`config.mk`:
```
export PLATFORM = sky130hd
export DESIGN_NAME = cp0_regfile_flat
export DESIGN_NICKNAME = d
export VERILOG_FILES = /design/src/rtl/cp0_pkg.sv /design/src/rtl/cp0_regfile_if.sv /design/src/rtl/cp0_timer.sv /design/src/rtl/cp0_regfile.sv /design/src/flat_wrapper.sv
export SDC_FILE = /design/constraint.sdc
export NUM_CORES = 1
export LEC_CHECK = 0
export CAP_MARGIN = 20
export CORE_ASPECT_RATIO = 0.8
export CORE_MARGIN = 3
export CORE_UTILIZATION = 46
export CTS_BUF_LIST = sky130_fd_sc_hd__clkbuf_2
export DETAILED_ROUTE_END_ITERATION = 6
export PLACE_DENSITY_LB_ADDON = 0.2
export SLEW_MARGIN = 0
export SYNTH_ARGS = -nofsm -noshare
export SYNTH_HDL_FRONTEND = slang
export SYNTH_SLANG_ARGS = --single-unit
```
`constraint.sdc`:
```
create_clock -name clk -period 4.7 [get_ports clk]
set_input_delay 0.94 -clock clk [delete_from_list [all_inputs] [get_ports clk]]
set_output_delay 0.94 -clock clk [all_outputs]
set_load 0.005 [all_outputs]
```
`src/rtl/cp0_pkg.sv`:
```
// cp0_pkg
// Shared constants for the CP0 register file:
//   - CP0 register addresses used by mtc0/mfc0
//   - exception codes reported in Cause.ExcCode
//   - bit positions of the Status and Cause fields
//   - is_addr_exc(): true for the address-error codes that capture BadVAddr
package cp0_pkg;

  // CP0 register numbers
  localparam logic [4:0] CP0_BADVADDR = 5'd8;
  localparam logic [4:0] CP0_COUNT    = 5'd9;
  localparam logic [4:0] CP0_COMPARE  = 5'd11;
  localparam logic [4:0] CP0_STATUS   = 5'd12;
  localparam logic [4:0] CP0_CAUSE    = 5'd13;
  localparam logic [4:0] CP0_EPC      = 5'd14;

  // Exception codes. EXC_NONE means that nothing is being reported this cycle.
  typedef enum logic [4:0] {
    EXC_INT  = 5'h00,
    EXC_ADEL = 5'h04,
    EXC_ADES = 5'h05,
    EXC_SYS  = 5'h08,
    EXC_BP   = 5'h09,
    EXC_RI   = 5'h0a,
    EXC_OV   = 5'h0c,
    EXC_NONE = 5'h0f
  } exc_code_e;

  // Status field positions
  localparam int STATUS_IE_BIT  = 0;
  localparam int STATUS_EXL_BIT = 1;
  localparam int STATUS_IM_LSB  = 8;

  // Cause field positions
  localparam int CAUSE_EXC_LSB = 2;
  localparam int CAUSE_IP_LSB  = 8;
  localparam int CAUSE_TI_BIT  = 30;
  localparam int CAUSE_BD_BIT  = 31;

  // Only the load/store address errors carry a meaningful faulting address.
  function automatic logic is_addr_exc(input logic [4:0] code);
    return (code == EXC_ADEL) || (code == EXC_ADES);
  endfunction

endpackage

```
`src/rtl/cp0_regfile_if.sv`:
```
// cp0_regfile_if
// Groups the pipeline <-> CP0 signals.
//   master : pipeline side (drives exception reports, eret, mtc0, mfc0 address,
//            hardware interrupt lines; receives read data and status outputs)
//   slave  : CP0 register file side
// Signals:
//   exc_valid, Exc_BadVaddr, Exc_EPC, Exc_Cause  exception report
//   eret                                         return-from-exception commit
//   mtc0_en, mtc0_addr, mtc0_wdata               register write
//   mfc0_addr, cp0Rdata                          register read
//   hw_int                                       level-sensitive interrupt lines
//   int_req, exc_flush, epc_out, exl             CP0 outputs to the pipeline
interface cp0_regfile_if;

  logic        exc_valid;
  logic [31:0] Exc_BadVaddr;
  logic [31:0] Exc_EPC;
  logic [5:0]  Exc_Cause;
  logic        eret;
  logic        mtc0_en;
  logic [4:0]  mtc0_addr;
  logic [31:0] mtc0_wdata;
  logic [4:0]  mfc0_addr;
  logic [31:0] cp0Rdata;
  logic [5:0]  hw_int;
  logic        int_req;
  logic        exc_flush;
  logic [31:0] epc_out;
  logic        exl;

  modport master (
    output exc_valid, Exc_BadVaddr, Exc_EPC, Exc_Cause, eret,
           mtc0_en, mtc0_addr, mtc0_wdata, mfc0_addr, hw_int,
    input  cp0Rdata, int_req, exc_flush, epc_out, exl
  );

  modport slave (
    input  exc_valid, Exc_BadVaddr, Exc_EPC, Exc_Cause, eret,
           mtc0_en, mtc0_addr, mtc0_wdata, mfc0_addr, hw_int,
    output cp0Rdata, int_req, exc_flush, epc_out, exl
  );

endinterface

```
`src/rtl/cp0_timer.sv`:
```
// cp0_timer
// Count/Compare timer. Count advances once every two clk cycles using a
// one-bit divider toggle and wraps naturally at 32 bits. TI sets when
// Count equals Compare and is cleared by any Compare write.
// Ports:
//   clk, rst          clock, asynchronous active-low reset
//   count_we_i        write Count with wdata_i (beats the increment)
//   compare_we_i      write Compare with wdata_i (clears TI)
//   wdata_i           write data
//   count_o           current Count
//   compare_o         current Compare
//   ti_o              timer interrupt flag
module cp0_timer (
  input  logic        clk,
  input  logic        rst,
  input  logic        count_we_i,
  input  logic        compare_we_i,
  input  logic [31:0] wdata_i,
  output logic [31:0] count_o,
  output logic [31:0] compare_o,
  output logic        ti_o
);

  logic [31:0] count_q, count_d;
  logic [31:0] compare_q, compare_d;
  logic        div_q, div_d;
  logic        ti_q, ti_d;

  // Next-state logic: a software Count write overrides the increment; a
  // Compare write clears TI even if the match condition holds this cycle.
  always_comb begin
    div_d     = ~div_q;
    count_d   = count_q;
    compare_d = compare_q;
    ti_d      = ti_q;
    if (count_we_i) begin
      count_d = wdata_i;
    end else if (div_q) begin
      count_d = count_q + 32'd1;
    end
    if (compare_we_i) begin
      compare_d = wdata_i;
      ti_d      = 1'b0;
    end else if (count_q == compare_q) begin
      ti_d = 1'b1;
    end
  end

  // Timer state registers.
  always_ff @(posedge clk or negedge rst) begin
    if (!rst) begin
      count_q   <= '0;
      compare_q <= '0;
      div_q     <= 1'b0;
      ti_q      <= 1'b0;
    end else begin
      count_q   <= count_d;
      compare_q <= compare_d;
      div_q     <= div_d;
      ti_q      <= ti_d;
    end
  end

  assign count_o   = count_q;
  assign compare_o = compare_q;
  assign ti_o      = ti_q;

endmodule

```
`src/rtl/cp0_regfile.sv`:
```
// cp0_regfile
// MIPS-style CP0 register file: BadVAddr, Count, Compare, Status, Cause, EPC.
// Exceptions take priority over eret, which takes priority over mtc0; a
// lower-priority update in the same cycle is dropped.
// Configuration macro: CP0_TIMER_INT_EN enables the Count/Compare timer
// (cp0_timer) and its TI contribution to IP7. Without it Count and Compare
// read 0 and ignore writes.
// Ports:
//   clk   pipeline clock
//   rst   asynchronous active-low reset
//   bus   cp0_regfile_if.slave (exception report, eret, mtc0/mfc0, hw_int,
//         int_req, exc_flush, epc_out, exl)
module cp0_regfile
  import cp0_pkg::*;
(
  input  logic          clk,
  input  logic          rst,
  cp0_regfile_if.slave  bus
);

  // Status fields
  logic [7:0]  im_q, im_d;
  logic        exl_q, exl_d;
  logic        ie_q, ie_d;
  // Cause fields
  logic        bd_q, bd_d;
  logic [4:0]  excCode_q, excCode_d;
  logic [1:0]  ipSw_q, ipSw_d;
  logic [5:0]  ipHw_q;
  // Other registers
  logic [31:0] epc_q, epc_d;
  logic [31:0] badVaddr_q, badVaddr_d;
  logic        intReq_q, intReq_d;
  logic        excFlush_q;

  logic        excTaken;
  logic        mtc0Write;
  logic [31:0] countVal;
  logic [31:0] compareVal;
  logic        ti;
  logic [7:0]  ipLive;
  logic [7:0]  ipReg;
  logic [31:0] statusRead;
  logic [31:0] causeRead;
  logic [31:0] readData;

  assign excTaken  = bus.exc_valid && (bus.Exc_Cause[4:0] != EXC_NONE);
  // mtc0 only lands when neither an exception nor eret claims this cycle.
  assign mtc0Write = bus.mtc0_en && !excTaken && !bus.eret;

`ifdef CP0_TIMER_INT_EN
  logic countWe;
  logic compareWe;

  assign countWe   = mtc0Write && (bus.mtc0_addr == CP0_COUNT);
  assign compareWe = mtc0Write && (bus.mtc0_addr == CP0_COMPARE);

  cp0_timer u_timer (
    .clk          (clk),
    .rst          (rst),
    .count_we_i   (countWe),
    .compare_we_i (compareWe),
    .wdata_i      (bus.mtc0_wdata),
    .count_o      (countVal),
    .compare_o    (compareVal),
    .ti_o         (ti)
  );
`else
  assign countVal   = '0;
  assign compareVal = '0;
  assign ti         = 1'b0;
`endif

  // Pending vector used for the interrupt request: hardware lines are taken
  // straight from the pins so that int_req rises on the same edge that
  // samples them into Cause.IP.
  assign ipLive = {bus.hw_int[5] | ti, bus.hw_int[4:0], ipSw_q};
  // Pending bits as seen by software through Cause.
  assign ipReg  = {ipHw_q[5] | ti, ipHw_q[4:0], ipSw_q};

  // Register update with exception > eret > mtc0 priority. A nested
  // exception (EXL already set) keeps the original EPC and BD so the first
  // handler's restart point survives.
  always_comb begin
    im_d       = im_q;
    exl_d      = exl_q;
    ie_d       = ie_q;
    bd_d       = bd_q;
    excCode_d  = excCode_q;
    ipSw_d     = ipSw_q;
    epc_d      = epc_q;
    badVaddr_d = badVaddr_q;
    if (excTaken) begin
      excCode_d = bus.Exc_Cause[4:0];
      exl_d     = 1'b1;
      if (!exl_q) begin
        epc_d = bus.Exc_EPC;
        bd_d  = bus.Exc_Cause[5];
      end
      if (is_addr_exc(bus.Exc_Cause[4:0])) begin
        badVaddr_d = bus.Exc_BadVaddr;
      end
    end else if (bus.eret) begin
      exl_d = 1'b0;
    end else if (mtc0Write) begin
      case (bus.mtc0_addr)
        CP0_STATUS: begin
          im_d  = bus.mtc0_wdata[STATUS_IM_LSB +: 8];
          exl_d = bus.mtc0_wdata[STATUS_EXL_BIT];
          ie_d  = bus.mtc0_wdata[STATUS_IE_BIT];
        end
        CP0_CAUSE: ipSw_d = bus.mtc0_wdata[CAUSE_IP_LSB +: 2];
        CP0_EPC:   epc_d  = bus.mtc0_wdata;
        // BadVAddr is read-only; Count/Compare go to the timer.
        default: ;
      endcase
    end
    intReq_d = ie_q && !exl_q && |(im_q & ipLive);
  end

  // CP0 state registers; reset discards any update pending in this cycle.
  always_ff @(posedge clk or negedge rst) begin
    if (!rst) begin
      im_q       <= '0;
      exl_q      <= 1'b0;
      ie_q       <= 1'b0;
      bd_q       <= 1'b0;
      excCode_q  <= '0;
      ipSw_q     <= '0;
      ipHw_q     <= '0;
      epc_q      <= '0;
      badVaddr_q <= '0;
      intReq_q   <= 1'b0;
      excFlush_q <= 1'b0;
    end else begin
      im_q       <= im_d;
      exl_q      <= exl_d;
      ie_q       <= ie_d;
      bd_q       <= bd_d;
      excCode_q  <= excCode_d;
      ipSw_q     <= ipSw_d;
      ipHw_q     <= bus.hw_int;
      epc_q      <= epc_d;
      badVaddr_q <= badVaddr_d;
      intReq_q   <= intReq_d;
      excFlush_q <= excTaken;
    end
  end

  // Assemble the architectural views of Status and Cause; unimplemented bits
  // read as zero.
  always_comb begin
    statusRead                        = '0;
    statusRead[STATUS_IM_LSB +: 8]    = im_q;
    statusRead[STATUS_EXL_BIT]        = exl_q;
    statusRead[STATUS_IE_BIT]         = ie_q;
    causeRead                         = '0;
    causeRead[CAUSE_BD_BIT]           = bd_q;
    causeRead[CAUSE_TI_BIT]           = ti;
    causeRead[CAUSE_IP_LSB +: 8]      = ipReg;
    causeRead[CAUSE_EXC_LSB +: 5]     = excCode_q;
  end

  // mfc0 read mux: purely combinational on current register values, so a
  // same-cycle write is not visible until after the edge.
  always_comb begin
    readData = '0;
    case (bus.mfc0_addr)
      CP0_BADVADDR: readData = badVaddr_q;
      CP0_COUNT:    readData = countVal;
      CP0_COMPARE:  readData = compareVal;
      CP0_STATUS:   readData = statusRead;
      CP0_CAUSE:    readData = causeRead;
      CP0_EPC:      readData = epc_q;
      default:      readData = '0;
    endcase
  end

  assign bus.cp0Rdata  = readData;
  assign bus.int_req   = intReq_q;
  assign bus.exc_flush = excFlush_q;
  assign bus.epc_out   = epc_q;
  assign bus.exl       = exl_q;

endmodule

```
`src/flat_wrapper.sv`:
```
// flat-port wrapper written by rule: the top's interface ports become plain ports
module cp0_regfile_flat import cp0_pkg::*;
  (clk, rst, bus_exc_valid, bus_Exc_BadVaddr, bus_Exc_EPC, bus_Exc_Cause, bus_eret, bus_mtc0_en, bus_mtc0_addr, bus_mtc0_wdata, bus_mfc0_addr, bus_hw_int, bus_cp0Rdata, bus_int_req, bus_exc_flush, bus_epc_out, bus_exl);
  cp0_regfile_if bus_i ();
  input  logic clk;
  input  logic rst;
  input wire logic [$bits(bus_i.exc_valid)-1:0] bus_exc_valid;
  input wire logic [$bits(bus_i.Exc_BadVaddr)-1:0] bus_Exc_BadVaddr;
  input wire logic [$bits(bus_i.Exc_EPC)-1:0] bus_Exc_EPC;
  input wire logic [$bits(bus_i.Exc_Cause)-1:0] bus_Exc_Cause;
  input wire logic [$bits(bus_i.eret)-1:0] bus_eret;
  input wire logic [$bits(bus_i.mtc0_en)-1:0] bus_mtc0_en;
  input wire logic [$bits(bus_i.mtc0_addr)-1:0] bus_mtc0_addr;
  input wire logic [$bits(bus_i.mtc0_wdata)-1:0] bus_mtc0_wdata;
  input wire logic [$bits(bus_i.mfc0_addr)-1:0] bus_mfc0_addr;
  input wire logic [$bits(bus_i.hw_int)-1:0] bus_hw_int;
  output wire logic [$bits(bus_i.cp0Rdata)-1:0] bus_cp0Rdata;
  output wire logic [$bits(bus_i.int_req)-1:0] bus_int_req;
  output wire logic [$bits(bus_i.exc_flush)-1:0] bus_exc_flush;
  output wire logic [$bits(bus_i.epc_out)-1:0] bus_epc_out;
  output wire logic [$bits(bus_i.exl)-1:0] bus_exl;
  assign bus_i.exc_valid = bus_exc_valid;
  assign bus_i.Exc_BadVaddr = bus_Exc_BadVaddr;
  assign bus_i.Exc_EPC = bus_Exc_EPC;
  assign bus_i.Exc_Cause = bus_Exc_Cause;
  assign bus_i.eret = bus_eret;
  assign bus_i.mtc0_en = bus_mtc0_en;
  assign bus_i.mtc0_addr = bus_mtc0_addr;
  assign bus_i.mtc0_wdata = bus_mtc0_wdata;
  assign bus_i.mfc0_addr = bus_mfc0_addr;
  assign bus_i.hw_int = bus_hw_int;
  assign bus_cp0Rdata = bus_i.cp0Rdata;
  assign bus_int_req = bus_i.int_req;
  assign bus_exc_flush = bus_i.exc_flush;
  assign bus_epc_out = bus_i.epc_out;
  assign bus_exl = bus_i.exl;
  cp0_regfile u_core (.clk(clk), .rst(rst), .bus(bus_i));
endmodule
```
==> out/results.ini, run 1 <==
[timing]
worst_pin_slew_ns=1.06
fmax_mhz=250
clock_skew_ns=0.0207
timing.final.crit_share_pct=85.2
slew_viol_final=0
period_needed_ns=4.01
hold_viol_final=0
fin_setup_tns_ns=0
rsz0062_at_grt=no
finalSetupViolations=0
slew-limit-headroom_pct=29.4

[drt]
drt-total-wl_um=13500
ant_nets=0
wire_per_inst_um=21.8
dr.pass1.iters=5
drc=0
vias=3655
avgViaCountPerCell=5.92
first_iter_violations=196

[clocking]
cts_sinks=90
clk_latency_ns=0.57
clk_pin_slew_worst_paths_ns=0.24
h-tree-depth=3
cts_tree=yes
cts_resized=0
holdBufCountCts=0
cts.path.max_buffers=2
cts_root_buffer=clkbuf_2
postCtsSetupBuffers=0
cts_inserted_buffers=9

[logic_synthesis]
synth_commonest_cells=dfrtp_1, mux2_2, and3_1
yosys_warnings=0
post-synth-top-count-cell=dfrtp_1
synthFlopType=dfrtp_1
asyncSetResetFlopFracSynth_pct=100
avgSynthCellArea_um2=13.3
netlist_instances=317
netlist_area_um2=4210
yosysTopAreaCellShare_pct=53.5
synth_edf_count=0
yosysTopAreaCell=dfrtp_1
ys_types=38
syn-num-nets=440
seq_area_frac_synth_pct=53.5
ys_seq_elements=90
yosys-top-cells-area=dfrtp_1, mux2_2, a221o_1

[grt]
grt_pass1_vias=3881
antenna_found_initial=0
grt_max_degree=53
track_usage_pct=26.2
grt_pass1_wl_um=21000
overflow=0

[floorplanning]
die_x_um=113
design.die.area_um2=10300
start_util_pct=48.3
coreArea_um2=8710
dieHeight_um=91.6
io-pin-count=190
rows=30

[power_and_ir_drop]
p_leak_nw=2.81
p_per_area_nw_per_um2=292
vdd.ir_drop.worst_mv=0.216

[worst_setup_path]
crit_slowest_cell=clkdlybuf4s50_1
cp.arrival_ns=3.07
cp-start-kind=input port
r2r-end=u_core.bus.epc_out[17]
crit_path_end_kind=output pin
reg2regPathDepth=5
r2r-start=u_core.bus.exl
cp_common_cell=clkdlybuf4s50_1
ff2ff_setup_slack_ns=2.51
cp.required_ns=3.76
cpPeakStageDelay_ns=0.54
cp_cell_sequence=clkdlybuf4s50_1 -> nor4_1 -> and2_1 -> buf_4 -> a222oi_1 -> inv_1 -> clkdlybuf4s50_1
critical_path_class=in -> out
cp_max_fo=32

[layout]
fin_nets=623
final_core_util_pct=71.8
final_layout_size_suffix_gt1_share_pct=16.4
diodes=0
area_delta_synth_final_pct=48.5

[min_path]
hold_class=in -> async

[placement]
dp_hpwl_um=9310
gp_congestion=0.810
portBuffers=189

[run_status]
status=finished clean

[job]
maxCapViolCount=0

## through the flow
stage	power [mW]	area, um2	hold slack (ns)	instances	setup WS, ns
final	1.82	6250	0.353	617	0.694
after CTS	1.84	6250	0.360	617	0.691
after detailed placement	1.45	6140	0.486	601	0.697
after global placement	1.44	6140	0.470	601	0.777
after floorplan	1.16	4210	0.447	317	1.89
after global routing	1.92	6250	0.337	617	0.515
## where the power goes
group	internal (mW)	leakage, nW	switching [mW]	total [mW]
clock	0.125	0.0679	0.259	0.384
combinational	0.298	1.63	0.141	0.439
sequential	0.906	1.12	0.0945	1.00
## critical path: cells and delay by family
family                 cells  cell delay, ns
AOI/OAI and AO/OA          1            0.17
buffers and inverters      4            1.49
and+or+nand+nor            2            0.45
## flip-flops by register name, summed over array words and instances, names as in the netlist, 2 cells and up
signal,cells
u_core.im_q,8
u_core.badVaddr_q,32
u_core.excCode_q,5
u_core.bus.epc_out,32
u_core.ipSw_q,2
u_core.ipHw_q,6
## metal layers
layer | GRT usage [%] | part of all wire [%]
met1 | 31.5 | 39
met2 | 43.3 | 49
met3 | 9.53 | 8.9
met4 | 9.21 | 2.5
met5 | 0 | 0
## cell type report
| type | count | area, um2 |
|---|---|---|
| Tap cell | 112 | 140 |
| Clock inverter | 5 | 55.1 |
| Fill cell | 659 | 2460 |
| Sequential cell | 90 | 2250 |
| Inverter | 11 | 41.3 |
| Clock buffer | 11 | 55.1 |
| Multi-Input combinational cell | 191 | 1760 |
| Timing Repair Buffer | 197 | 1950 |
## cell usage in the layout, fill, tap and decap left out, drive strengths merged
cell type,instances
a222oi,8
clkdlybuf4s50,188
and4bb,1
a22o,16
nor4,2
bufinv,1
a21oi,1
o21ai,2
nand2b,1
nor2b,1
nor2,1
nand4,1
mux2i,1
a221o,31
nand4b,1
buf,9
o211a,1
clkbuf,11
a22oi,21
mux2,48
inv,11
dfrtp,90
and4,1
a31oi,1
nor4b,4
and2,1
nand3b,1
clkinv,2
clkinvlp,2
a21bo,1
nand2,12
and3,32
nand3,1
## worst max-delay path by stage
stage / from / endpoint / slack [ns] / cells after the start
floorplan: bus_mfc0_addr[3] / bus_cp0Rdata[16] / 1.89 / 4
global placement: bus_mfc0_addr[4] / bus_cp0Rdata[31] / 0.78 / 7
detailed placement: bus_mfc0_addr[4] / bus_cp0Rdata[2] / 0.70 / 7
CTS: bus_mfc0_addr[4] / bus_cp0Rdata[2] / 0.69 / 7
global route: bus_mfc0_addr[4] / bus_cp0Rdata[14] / 0.52 / 7
finish: bus_mfc0_addr[4] / bus_cp0Rdata[2] / 0.69 / 7
## logic make-up (layout without fill, tap and decap cells)
| family | Yosys count | in the layout | share of synthesized area (%) |
|---|---|---|---|
| simple gates | 60 | 60 | 10.3 |
| compound gates | 82 | 82 | 18.0 |
| mux | 49 | 49 | 13.1 |
| buf+inv | 36 | 224 | 5.20 |
| flops | 90 | 90 | 53.5 |
Power figures use the tool's default switching activity.
==> inputs of run 2 (changes only) <==
Settings changed: GPL_ROUTABILITY_DRIVEN set to 0.
==> results of run 2 <==
Same layout as run 1: the final DEF is identical, and so are final timing and power.
==> inputs of run 3 (changes only) <==
Settings changed: CORE_UTILIZATION 46 to 43.
Clock period 4.7 ns to 4.2 ns, I/O delays scaled along.
==> run 3 against run 2 <==
  * Final cell count up 0.49%
  * Clock-buffer cell count fell by 2
  * Highest routed layer unchanged
  * Register-to-register slack got worse by 0.14 ns
==> out/results.ini, run 3 (same netlist as run 1, synthesis figures left out) <==
[worst_setup_path]
cp_max_fo=32
cp.required_ns=3.36
critical_path_class=in -> out
ff2ff_setup_slack_ns=2.37
cp-start-kind=input port
cp_top_family=buffers and inverters
cp.arrival_ns=2.96
r2r-start=u_core.bus.exl
cp_cell_sequence=clkdlybuf4s50_1 -> nor4_1 -> and2_1 -> buf_4 -> a22oi_1 -> nand2_1 -> clkdlybuf4s50_1
crit_slowest_cell=clkdlybuf4s50_1
cp_common_cell=clkdlybuf4s50_1
cpPeakStageDelay_ns=0.54
path_buf_inv=3
crit_path_end_kind=output pin
startpoint=bus_mfc0_addr[4]

[timing]
hold_viol_final=0
finalSetupViolations=0
timing.final.crit_share_pct=90.5
slew-limit-headroom_pct=35.3
clock_skew_ns=0.0171
worst_pin_slew_ns=0.968
fmax_mhz=263
period_needed_ns=3.80
slew_viol_final=0
rsz0062_at_grt=no
fin_setup_tns_ns=0

[floorplanning]
rows=31
die_x_um=117
dieHeight_um=94.5
design.die.area_um2=11000
coreArea_um2=9270
io-pin-count=190
start_util_pct=45.4

[placement]
portBuffers=189
dp_hpwl_um=9270

[power_and_ir_drop]
seqPwrFrac_pct=54.8
power_frac_clock_pct=21.0
p_total_mw=2.04
switching_share_pct=27.1
p_leak_nw=2.82
power_frac_comb_pct=24.1
vdd.ir_drop.worst_mv=0.170
p_sw_uw=553
internal_power_mw=1.48
p_per_area_nw_per_um2=325

[drt]
dr.pass1.iters=6
drc=0
first_iter_violations=241
drt-total-wl_um=13100
wire_per_inst_um=21.1
avgViaCountPerCell=5.77
ant_nets=0
vias=3579

[layout]
final_common_cell=clkdlybuf4s50_1
fill_cells=736
final_layout_size_suffix_gt1_share_pct=16.2
fin_nets=623
multi_input_area_um2=1760
diodes=0
seqCellArea_um2=2250
most-common-layout-cells=clkdlybuf4s50_1, dfrtp_1, mux2_2, and3_1, a221o_1
area_delta_synth_final_pct=48.9

[run_status]
status=finished clean

[clocking]
clk_pin_slew_worst_paths_ns=0.24
cts_tree=yes
holdBufCountCts=0
h-tree-depth=3
cts_root_buffer=clkbuf_2
postCtsSetupBuffers=0
cts_sinks=90
cts.path.max_buffers=2
cts_resized=0
cts_inserted_buffers=9
clk_latency_ns=0.52

[grt]
antenna_found_initial=0
grt_max_degree=66
grt_pass1_vias=3778
track_usage_pct=23.6
overflow=0
grt_pass1_wl_um=20200

[min_path]
hold_class=in -> async

[job]
maxCapViolCount=0

==> run 3: cell count changes in the layout (fill, tap and decap cells not counted) <==
cell / change
buf_12: +1
buf_4: -1
clkbuf_2: -2
clkinv_1: +1
clkinv_4: +1
clkinvlp_4: -1
inv_6: +1
==> run 3: per-stage QoR <==
stage	util, %	cells	hold WS (ns)	instance area [um2]	setup WS, ns
2_1_floorplan	-	317	0.447	4210	1.59
3_3_place_gp	66.4	604	0.470	6150	0.466
3_5_place_dp	66.4	604	0.483	6150	0.399
4_1_cts	67.6	620	0.316	6270	0.397
5_1_grt	67.6	620	0.327	6270	0.297
6_report	67.6	620	0.354	6270	0.399
==> run 3: power by group through the flow <==
| stage | Sequential (mW) | Clock, mW | Combinational (mW) |
|---|---|---|---|
| final | 1.12 | 0.429 | 0.491 |
| after global routing | 1.14 | 0.481 | 0.528 |
| after CTS | 1.12 | 0.451 | 0.498 |
| after detailed placement | 1.13 | 0 | 0.496 |
| after global placement | 1.13 | 0 | 0.483 |
| after floorplan | 1.11 | 0 | 0.186 |
==> run 3: area by class of cell <==
| cell class | count | area share, % |
|---|---|---|
| clock inverters | 7 | 1.10 |
| well taps | 115 | 2.30 |
| inverters | 11 | 0.659 |
| flip-flops and latches | 90 | 35.9 |
| multi-input cells | 191 | 28.0 |
| clock buffers | 9 | 0.719 |
| repair buffers | 197 | 31.3 |
==> run 3: path summary, 6_finish.rpt <==
kind	endpoint	cells after the start
max in group asynchronous	u_core.excCode_q[1]	2
min reg2reg	u_core.badVaddr_q[20]	1
min	u_core.badVaddr_q[8]	1
min in group clk	u_core.badVaddr_q[20]	1
max	bus_cp0Rdata[15]	7
max reg2reg	u_core.bus.epc_out[28]	4
==> run 3: per-layer routing <==
metal | vias up | global-route usage (%) | routed length, um
met4 | 0 | 5.35 | 151
met3 | 13 | 5.19 | 1020
li1 | 1613 | - | -
met5 | - | 0 | 0
met2 | 164 | 39.6 | 6430
met1 | 1789 | 31.7 | 5450
